`src/rtl/adc_capture_ctrl.sv`:
```
// ADC capture controller: arms on request, waits for a software or synchronised
// external trigger, then issues decimated FIFO writes until a sample count, an overflow or an abort.
module adc_capture_ctrl #(
    parameter int CNT_W = 16,
    parameter int DEC_W = 8
) (
    input  logic             clk,
    input  logic             rst_n,
    input  logic             arm,
    input  logic             abort,
    input  logic             trig_sel,
    input  logic             sw_trig,
    input  logic             ext_trig,
    input  logic [CNT_W-1:0] num_samples,
    input  logic [DEC_W-1:0] decim,
    input  logic             fifo_full,
    output logic             fifo_wr_en,
    output logic [2:0]       state,
    output logic             busy,
    output logic             done,
    output logic             ovf_err,
    output logic [CNT_W-1:0] sample_cnt
);

    typedef enum logic [2:0] {
        IDLE    = 3'd0,
        ARMED   = 3'd1,
        CAPTURE = 3'd2,
        DONE    = 3'd3,
        OVF     = 3'd4
    } state_t;

    state_t           state_q, state_d;
    logic             wr_q, wr_d;
    logic [CNT_W-1:0] cnt_q, cnt_d;
    logic [CNT_W-1:0] num_q, num_d;
    logic [DEC_W-1:0] dec_q, dec_d;
    logic [DEC_W-1:0] dec_cnt_q, dec_cnt_d;
    logic [2:0]       ext_sync_q;
    logic [2:0]       primed_q;
    logic             ext_edge;
    logic             trig;
    logic             slot;
    logic             reached;

    // Bits 0/1 are the synchroniser, bit 2 the edge-detect history. The primed
    // shift register masks the edge detector until the history holds a real
    // sample, so a level already high at reset is not taken as an edge.
    assign ext_edge = ext_sync_q[1] & ~ext_sync_q[2] & primed_q[2];
    assign trig     = trig_sel ? ext_edge : sw_trig;
    assign slot     = (dec_cnt_q == dec_q);
    assign reached  = (num_q != '0) && (cnt_q == num_q);

    always_ff @(posedge clk or negedge rst_n) begin
        if (!rst_n) begin
            ext_sync_q <= '0;
            primed_q   <= '0;
        end else begin
            ext_sync_q <= {ext_sync_q[1:0], ext_trig};
            primed_q   <= {primed_q[1:0], 1'b1};
        end
    end

    always_ff @(posedge clk or negedge rst_n) begin
        if (!rst_n) begin
            state_q   <= IDLE;
            wr_q      <= 1'b0;
            cnt_q     <= '0;
            num_q     <= '0;
            dec_q     <= '0;
            dec_cnt_q <= '0;
        end else begin
            state_q   <= state_d;
            wr_q      <= wr_d;
            cnt_q     <= cnt_d;
            num_q     <= num_d;
            dec_q     <= dec_d;
            dec_cnt_q <= dec_cnt_d;
        end
    end

    always_comb begin
        state_d   = state_q;
        wr_d      = 1'b0;
        cnt_d     = cnt_q;
        num_d     = num_q;
        dec_d     = dec_q;
        dec_cnt_d = dec_cnt_q;
        if (abort) begin
            state_d = IDLE;
        end else begin
            case (state_q)
                IDLE, DONE, OVF: begin
                    if (arm) begin
                        state_d   = ARMED;
                        cnt_d     = '0;
                        dec_cnt_d = '0;
                        num_d     = num_samples;
                        dec_d     = decim;
                    end
                end
                ARMED: begin
                    if (trig) begin
                        dec_cnt_d = '0;
                        if (fifo_full) begin
                            state_d = OVF;
                        end else begin
                            state_d = CAPTURE;
                            wr_d    = 1'b1;
                            cnt_d   = CNT_W'(1);
                        end
                    end
                end
                CAPTURE: begin
                    // The count check precedes the slot so exactly num writes occur.
                    if (reached) begin
                        state_d = DONE;
                    end else if (slot) begin
                        dec_cnt_d = '0;
                        if (fifo_full) begin
                            state_d = OVF;
                        end else begin
                            wr_d  = 1'b1;
                            cnt_d = cnt_q + CNT_W'(1);
                        end
                    end else begin
                        dec_cnt_d = dec_cnt_q + DEC_W'(1);
                    end
                end
                default: state_d = IDLE;
            endcase
        end
    end

    assign fifo_wr_en = wr_q;
    assign state      = state_q;
    assign busy       = (state_q == ARMED) || (state_q == CAPTURE);
    assign done       = (state_q == DONE);
    assign ovf_err    = (state_q == OVF);
    assign sample_cnt = cnt_q;

endmodule

```
`config.mk`:
```
export PLATFORM = sky130hd
export DESIGN_NAME = adc_capture_ctrl
export DESIGN_NICKNAME = d
export VERILOG_FILES = /design/src/rtl/adc_capture_ctrl.sv
export SDC_FILE = /design/constraint.sdc
export NUM_CORES = 1
export LEC_CHECK = 0
export ABC_CLOCK_PERIOD_IN_PS = 4100
export CORE_ASPECT_RATIO = 0.5
export CORE_UTILIZATION = 45
export DETAILED_ROUTE_END_ITERATION = 6
export GPL_TIMING_DRIVEN = 0
export PLACE_DENSITY = 0.72
export REMOVE_ABC_BUFFERS = 1
export SETUP_SLACK_MARGIN = 0.4
export SLEW_MARGIN = 25
export SYNTH_ARGS = -nofsm -noshare
export SYNTH_HDL_FRONTEND = slang
export SYNTH_SLANG_ARGS = --single-unit
```
`constraint.sdc`:
```
create_clock -name clk -period 4.1 [get_ports clk]
set_input_delay 0.615 -clock clk [delete_from_list [all_inputs] [get_ports clk]]
set_output_delay 0.615 -clock clk [all_outputs]
set_load 0.02 [all_outputs]
```
==> results.md, run 1 <==
Power and ir drop
* **final total power** 2.13 mW
* **internal power contribution** 1.45 mW
* **sequential share of power** 0.407
* **total power divided by cell area** 543 mW/mm2
* **portion of total power attributed to the clock network** 0.305
* **Pleak** 1.59 nW
* **switching fraction of total power** 0.318
* **maximum resistive drop on vdd** 0.000243 V
* **net load switching power** 0.676 mW
* **combinational power share** 0.288

Logic synthesis
* **sequential-to-total area share from yosys stat** 0.475
* **leading post-synthesis cells by cell area** dfrtp_1 (48%), mux2_2 (9.6%), o31ai_1 (6.1%)
* **syn avg cell area** 10.5 um2
* **number of enable-type register cells in the synthesized netlist** 0
* **fraction of registers with async set/reset** 1.00
* **post-synthesis cell count** 291
* **cell accounting for the most synthesized area** dfrtp_1
* **fraction of post-synthesis cell area in the top cell type by area** 0.475
* **synth warn** 0
* **most used flip-flop cell after synthesis** dfrtp_1
* **post-synthesis instance area** 0.00305 mm2
* **FF+latch count, synth** 58
* **Distinct cells, synth** 41

Clock tree
* **quantity of hold-fixing buffers added after cts** 0
* **post-cts sizing count** 0
* **count of H-tree levels built during CTS** 3
* **cell chosen for the clock root** clkbuf_16
* **CTS max path bufs** 2
* **clock buffer count from CTS** 9
* **source-to-sink clock delay at the later pin of the worst-skew pair** 0.33 ns
* **Sinks on Clock Net** 58
* **clock slew at the register clock pins of the worst setup and hold paths** 0.05 ns
* **Post-CTS Repair Setup Buffers** 0
* **TritonCTS clock tree** yes

Worst setup path
* **internal reg-to-reg setup slack** 1.02 ns
* **CP endpoint** dec_cnt_q[5]
* **launch instance of the worst register-to-register path** state[1]
* **Crit. Startpoint** state[1]
* **nature of the critical path endpoint** flop
* **data arrival time of the worst path** 3.28 ns
* **number of cells traversed by the worst register-to-register path** 6
* **maximum fanout along the worst path** 26
* **worst setup path class** reg -> reg
* **worst path required time** 4.30 ns
* **kind of start point of the critical path** flop
* **reg2reg end** dec_cnt_q[5]

Finish
* **combined area of the multi-input logic cells** 0.00151 mm2
* **final std cells w/o fill** 435
* **layout net count** 378
* **total inserted antenna cells** 0
* **area added between synthesis and finish** 28.2%
* **share of the core filled with cells in the final layout** 0.620
* **fill cell total of the finished layout** 522
* **leading cell type in the layout, fill and taps excluded** dfrtp_1
* **fraction of final layout cells sized beyond drive strength 1** 0.130
* **commonest non-fill, non-tap cells in the layout** dfrtp_1 (58), clkdlybuf4s50_1 (53), mux2_2 (26)
* **total area of sequential cells** 0.00145 mm2

Detailed routing
* **1st-iter DRT viols** 230
* **number of vias per cell after detailed routing** 5.66
* **routed vias** 2,460
* **1st-pass router iterations** 5
* **final antenna-violating net count** 0
* **wire length after detailed routing** 6880 um
* **WL per Instance** 15.8 um
* **detailed-route DRC error count** 0

Flow run
* **# Max-Cap Violations** 0

Placed design
* **number of I/O port buffers** 54
* **HPWL after detailed placement** 4910 um
* **number of instances in the placed design** 421
* **gpl congestion** 0.882

Floorplanning
* **area of the placeable core** 0.00631 mm2
* **Top-Level Pins** 55
* **initial standard-cell utilization of the core** 0.484
* **Die X** 118 um
* **floorplan die area** 0.00714 mm2
* **chip height** 60.2 um
* **standard-cell rows** 20

Global routing
* **initial antenna violation count** 0
* **global router's overall resource usage** 0.219
* **Remaining Overflow, GRT** 0
* **via count of the first global-routing pass** 2,437
* **wire length of the first global-routing pass** 11,900 um
* **pin count of the biggest net entering global routing** 45

Hold path
* **worst min path class** in -> async

STA
* **Worst Tran Pin Value** 0.796 ns
* **setup tns final** 0 ns
* **Worst Skew** 0.00724 ns
* **unrepaired setup endpoints after global routing** false
* **max frequency** 325 MHz
* **final-report max-slew violation count** 0
* **post-route minimum period** 3.08 ns
* **Fin. Hold Viols** 0
* **worst-case headroom to the max-slew limit** 0.470
* **final setup fails** 0
* **Tcrit/Tclk final** 0.751

Outcome
* **result of the run** finished clean

## state kept, by name (all words and copies together) (netlist names)
register    cells
num_q          16
state           3
ext_sync_q      3
sample_cnt     16
dec_cnt_q       8
dec_q           8
primed_q        3
fifo_wr_en      1
## logic make-up (layout without fill, tap and decap cells)
kind of cell / Yosys count / after routing / share of synthesized area
other: 1 / 1 / 0.00123
multiplexers: 26 / 26 / 0.0959
AND/OR/NAND/NOR: 90 / 90 / 0.158
buffers and inverters: 18 / 74 / 0.0332
adder cells (fa/ha/maj): 2 / 2 / 0.00820
AO/OA/AOI/OAI: 71 / 71 / 0.156
XOR/XNOR: 25 / 25 / 0.0717
flip-flops: 58 / 58 / 0.475
## cells in the mapped netlist, drive strengths merged (2+ instances only)
master,count
dfrtp,58
o31ai,28
mux2,26
o21ai,20
nor2,18
xnor2,16
nand2,13
nand3,11
a21oi,10
buf,10
and3,9
xor2,9
nand4,6
nor4,6
and2,5
clkbuf,4
inv,4
nand2b,4
nand3b,4
nor2b,4
nor3,4
a31oi,3
a21o,2
ha,2
nor3b,2
o41ai,2
or3,2
## per-stage QoR
stage / cell area [um2] / setup WS, ns / hold slack, ns
after global routing: 3910 / 0.767 / 0.137
after floorplan: 2970 / 1.42 / 0.319
after CTS: 3910 / 1.05 / 0.132
after detailed placement: 3660 / 1.02 / 0.342
after global placement: 3620 / 0.698 / 0.333
final: 3910 / 1.02 / 0.134
## layout make-up
cell class | count | area share
clock buffers | 14 | 0.0649
inverters | 4 | 0.00448
multi-input cells | 215 | 0.385
well taps | 88 | 0.0281
repair buffers | 56 | 0.146
flip-flops and latches | 58 | 0.371
## how the worst min path moves through the flow
stage	startpoint	endpoint	slack, ns	depth (start not counted)
global placement	primed_q[0]	primed_q[1]	0.33	0
finish	rst_n	dec_cnt_q[4]	0.13	1
global route	rst_n	dec_cnt_q[5]	0.14	1
detailed placement	ext_sync_q[0]	ext_sync_q[1]	0.34	0
floorplan	rst_n	dec_cnt_q[0]	0.32	0
CTS	rst_n	dec_cnt_q[4]	0.13	1
## power groups by stage
stage | Combinational [mW] | Clock, mW | Sequential (mW)
after CTS | 0.613 | 0.663 | 0.865
after floorplan | 0.413 | 0 | 0.848
after global placement | 0.580 | 0 | 0.868
after global routing | 0.670 | 0.691 | 0.890
after detailed placement | 0.611 | 0 | 0.874
final | 0.612 | 0.648 | 0.865
## metal layers
| metal | up-vias | track usage | share of wire |
|---|---|---|---|
| met2 | 79 | 0.370 | 0.47 |
| li1 | 1175 | - | - |
| met5 | - | 0 | 0 |
| met1 | 1193 | 0.273 | 0.46 |
| met4 | 0 | 0.0633 | 0.013 |
| met3 | 13 | 0.0763 | 0.058 |
## critical path: stages (launching register included)
cell and delay [ns]:
dfrtp_1 0.55, inv_4 0.07, or3_1 0.62, nor3_1 0.47, a21o_1 0.71, or2_1 0.38
o21ai_0 0.15
Power figures use the tool's default switching activity.
==> inputs of run 2 (changes only) <==
Settings changed: ABC_CLOCK_PERIOD_IN_PS 4100 to 2500, PLACE_DENSITY 0.72 to 0.75.
Clock period 4.1 ns to 2.5 ns, I/O delays scaled along.
==> results.md, run 2 (synthesized netlist as in run 1, its figures left out) <==
Worst setup path
* **data arrival time of the worst path** 2.30 ns
* **Crit. Startpoint** state[0]
* **maximum fanout along the worst path** 8
* **launch instance of the worst register-to-register path** state[0]
* **worst setup path class** reg -> reg
* **Crit-path slowest cell** dfrtp_2
* **CP max stage delay** 0.47 ns
* **critical path, cell by cell** or3_4 -> a41o_4 -> a21o_4 -> or2_4 -> o31ai_2
* **count of buffer and inverter cells on the critical path** 0
* **worst path required time** 2.73 ns
* **top cell family by delay on the critical path** compound AO/OA/AOI/OAI gates
* **nature of the critical path endpoint** flop
* **kind of start point of the critical path** flop

Placed design
* **HPWL after detailed placement** 4840 um
* **gpl congestion** 0.892
* **cell area after placement** 0.00365 mm2
* **pre-CTS setup slack** -0.529 ns
* **number of I/O port buffers** 54
* **number of instances in the placed design** 421

Floorplanning
* **standard-cell rows** 20
* **initial standard-cell utilization of the core** 0.484
* **floorplan die area** 0.00714 mm2
* **area of the placeable core** 0.00631 mm2
* **Die X** 118 um
* **chip height** 60.2 um
* **Top-Level Pins** 55

Finish
* **area added between synthesis and finish** 36.4%
* **total inserted antenna cells** 0
* **layout net count** 391
* **fill cell total of the finished layout** 472
* **fraction of final layout cells sized beyond drive strength 1** 0.234
* **final std cells w/o fill** 447
* **area of all placed cells without fillers** 0.00416 mm2
* **share of the core filled with cells in the final layout** 0.660
* **commonest non-fill, non-tap cells in the layout** dfrtp_1 (54), clkdlybuf4s50_1 (50), mux2_2 (26)
* **leading cell type in the layout, fill and taps excluded** dfrtp_1

STA
* **Tcrit/Tclk final** 0.825
* **smallest hold slack** 0.343 ns
* **Fin. Hold Viols** 0
* **final setup fails** 0
* **setup ws final** 0.437 ns
* **max frequency** 485 MHz
* **final-report max-slew violation count** 0
* **Worst Skew** 0.00621 ns
* **setup tns final** 0 ns
* **post-route minimum period** 2.06 ns
* **unrepaired setup endpoints after global routing** true

Power and ir drop
* **final total power** 3.66 mW
* **Pleak** 1.69 nW
* **total power divided by cell area** 879 mW/mm2
* **maximum resistive drop on vdd** 0.000461 V

Detailed routing
* **number of vias per cell after detailed routing** 5.76
* **1st-pass router iterations** 4
* **routed vias** 2,575
* **WL per Instance** 17.3 um
* **1st-iter DRT viols** 172
* **wire length after detailed routing** 7720 um
* **final antenna-violating net count** 0
* **detailed-route DRC error count** 0

Clock tree
* **Sinks on Clock Net** 58
* **TritonCTS clock tree** yes
* **count of H-tree levels built during CTS** 3
* **source-to-sink clock delay at the later pin of the worst-skew pair** 0.33 ns
* **cell chosen for the clock root** clkbuf_16
* **clock slew at the register clock pins of the worst setup and hold paths** 0.05 ns
* **clock buffer count from CTS** 9
* **CTS max path bufs** 2

Global routing
* **Remaining Overflow, GRT** 0
* **global router's overall resource usage** 0.222
* **initial antenna violation count** 0
* **via count of the first global-routing pass** 2,514
* **wire length of the first global-routing pass** 12,000 um
* **pin count of the biggest net entering global routing** 45

Hold path
* **origin of the worst min-delay path** ext_sync_q[0]
* **worst min path class** reg -> reg

Outcome
* **result of the run** finished clean

Flow run
* **# Max-Cap Violations** 0

run 2: changes by cell type in the layout (fill, tap and decap cells not counted), sizes merged, moves of 2 or more:
cell | previous run | this run
clkbuf | 14 | 12
buf | 3 | 12
dlygate4sd2 | 0 | 3
a21o | 2 | 4
clkdlybuf4s50 | 53 | 50
run 2: where the power goes:
part           total [mW]  leakage, nW  switching, mW  internal, mW
clock                1.03        0.118          0.381         0.649
sequential           1.45        0.733          0.268          1.18
combinational        1.18        0.836          0.590         0.594
total                3.66         1.69           1.24          2.42
run 2: layout make-up:
type                            count  area [um2]  area share
Inverter                            4        17.5     0.00421
Multi-Input combinational cell    218        1690       0.407
Tap cell                           88         110      0.0265
Timing Repair Buffer               66         643       0.154
Clock inverter                      1        5.00     0.00120
Sequential cell                    58        1460       0.350
Clock buffer                       12         236      0.0568
run 2: path summary, 6_finish.rpt:
kind / endpoint / slack (ns) / cells past startpoint
setup / recovery: dec_cnt_q[6] / 0.44 / 5
hold / removal: ext_sync_q[1] / 0.34 / 0
setup reg to reg: dec_cnt_q[6] / 0.44 / 5
hold reg to reg: ext_sync_q[1] / 0.34 / 0
max in group asynchronous: sample_cnt[0] / 1.56 / 3
min in group asynchronous: dec_cnt_q[7] / 0.45 / 2
run 2: repair_timing:
item                                    in CTS  in global routing
gates cloned                                 0                  3
endpoints found under the setup margin      45                 25
hold buffers                                 1                  0
pin swaps                                    3                  6
gates resized for setup                     20                 21
endpoints found under the hold margin       14                  0
setup buffers                                5                  4
run 2: routing by layer:
layer | up-vias | part of all wire | GRT usage
met4 | 0 | 0.016 | 0.0940
met3 | 13 | 0.052 | 0.0611
met1 | 1278 | 0.43 | 0.258
met5 | - | 0 | 0
li1 | 1205 | - | -
met2 | 79 | 0.50 | 0.400
==> inputs of run 3 (changes only) <==
Settings changed: ABC_CLOCK_PERIOD_IN_PS 2500 to 2000, PLACE_DENSITY 0.75 to 0.72.
Clock period 2.5 ns to 2 ns, I/O delays scaled along.
==> results.md, run 3 (synthesized netlist as in run 1, its figures left out) <==
Outcome
* **result of the run** finished with violations
* **violations in the final reports** negative setup slack

Detailed routing
* **WL per Instance** 20.9 um
* **1st-iter DRT viols** 220
* **wire length after detailed routing** 9940 um
* **1st-pass router iterations** 4
* **routed vias** 2,856
* **final antenna-violating net count** 0
* **number of vias per cell after detailed routing** 6.00
* **detailed-route DRC error count** 0

Finish
* **layout net count** 418
* **leading cell type in the layout, fill and taps excluded** dfrtp_1
* **area added between synthesis and finish** 53.6%
* **commonest non-fill, non-tap cells in the layout** dfrtp_1 (49), clkdlybuf4s50_1 (31), buf_4 (27)
* **fraction of final layout cells sized beyond drive strength 1** 0.357

Floorplanning
* **Top-Level Pins** 55
* **area of the placeable core** 0.00631 mm2
* **chip height** 60.2 um
* **floorplan die area** 0.00714 mm2
* **Die X** 118 um
* **initial standard-cell utilization of the core** 0.484
* **standard-cell rows** 20

Clock tree
* **count of H-tree levels built during CTS** 3
* **clock buffer count from CTS** 9
* **TritonCTS clock tree** yes
* **Sinks on Clock Net** 58
* **CTS max path bufs** 2
* **cell chosen for the clock root** clkbuf_16
* **clock slew at the register clock pins of the worst setup and hold paths** 0.05 ns
* **source-to-sink clock delay at the later pin of the worst-skew pair** 0.33 ns

Power and ir drop
* **total power divided by cell area** 1130 mW/mm2
* **Pleak** 2.04 nW
* **maximum resistive drop on vdd** 0.000599 V

Placed design
* **gpl congestion** 0.882
* **HPWL after detailed placement** 4910 um
* **number of I/O port buffers** 54

STA
* **max frequency** 472 MHz
* **Worst Skew** 0.00881 ns
* **setup tns final** -1.03 ns
* **Tcrit/Tclk final** 1.06
* **final setup fails** 20
* **post-route minimum period** 2.12 ns
* **final-report max-slew violation count** 0
* **unrepaired setup endpoints after global routing** true
* **Fin. Hold Viols** 0
* **setup ws final** -0.120 ns
* **smallest hold slack** 0.348 ns

Flow run
* **# Max-Cap Violations** 0

Worst setup path
* **maximum fanout along the worst path** 7
* **worst setup path class** reg -> reg
* **nature of the critical path endpoint** flop
* **kind of start point of the critical path** flop
* **data arrival time of the worst path** 2.32 ns
* **internal reg-to-reg setup slack** -0.12 ns
* **worst path required time** 2.20 ns

Global routing
* **pin count of the biggest net entering global routing** 45
* **initial antenna violation count** 1
* **global router's overall resource usage** 0.275
* **via count of the first global-routing pass** 2,848
* **Remaining Overflow, GRT** 0
* **wire length of the first global-routing pass** 14,600 um

Hold path
* **worst min path class** reg -> reg

-- run 3: cell count changes in the layout (fill, tap and decap cells not counted), moves of 15 or more --
| cell | previous run | this run |
|---|---|---|
| clkdlybuf4s50_1 | 50 | 31 |
| mux2_4 | 0 | 23 |
| mux2_2 | 26 | 3 |
| dlygate4sd2_1 | 3 | 18 |
| buf_4 | 10 | 27 |
-- run 3: per-stage QoR --
| step | power [mW] | worst slack [ns] | std cells | area (um2) | utilization |
|---|---|---|---|---|---|
| 6_report | 5.29 | -0.120 | 476 | 4690 | 0.744 |
| 5_1_grt | 5.49 | -0.252 | 476 | 4690 | 0.744 |
| 4_1_cts | 4.84 | 0.0657 | 468 | 4420 | 0.701 |
| 3_5_place_dp | 3.04 | -1.04 | 421 | 3660 | 0.580 |
| 3_3_place_gp | 2.97 | -1.09 | 419 | 3620 | 0.574 |
| 2_1_floorplan | 2.59 | -0.684 | 277 | 2970 | - |
-- run 3: cell type report --
| type | instances | area, um2 |
|---|---|---|
| Antenna cell | 1 | 2.50 |
| Clock buffer | 14 | 254 |
| Fill cell | 387 | 1620 |
| Inverter | 4 | 17.5 |
| Multi-Input combinational cell | 218 | 1950 |
| Sequential cell | 58 | 1460 |
| Tap cell | 88 | 110 |
| Timing Repair Buffer | 93 | 898 |
-- run 3: critical path, stage by stage, from the launching register on --
cell and delay, ns:
dfrtp_1 0.41, nor4_1 0.38, nand4_1 0.16, and3_4 0.26, a21o_4 0.27, buf_4 0.15
o31ai_1 0.25, o21ai_1 0.11
-- run 3: routing by layer --
| metal | share of wire | vias to the layer above | GRT usage |
|---|---|---|---|
| met3 | 0.074 | 40 | 0.0973 |
| li1 | - | 1265 | - |
| met4 | 0.038 | 0 | 0.119 |
| met1 | 0.41 | 1417 | 0.319 |
| met5 | 0 | - | 0 |
| met2 | 0.48 | 134 | 0.474 |
-- run 3: repair_timing --
item,CTS,global route
resized for setup,103,50
gates cloned,4,0
hold endpoints to repair,14,0
hold buffers,1,0
pin swaps,20,16
setup endpoints to repair,74,55
buffers inserted,28,7
-- run 3: power breakdown --
group	switching [mW]	internal [mW]	total, mW	leakage [nW]
Clock	0.493	0.856	1.35	0.123
Combinational	0.991	1.10	2.10	1.20
Sequential	0.373	1.47	1.85	0.725
-- run 3: final timing paths --
path,start,to,cells after the start
min reg2reg,primed_q[1],primed_q[2],0
min in group asynchronous,rst_n,dec_cnt_q[4],2
max in group asynchronous,rst_n,sample_cnt[10],3
max,num_q[0],sample_cnt[2],7
min,primed_q[1],primed_q[2],0
max reg2reg,num_q[0],sample_cnt[2],7
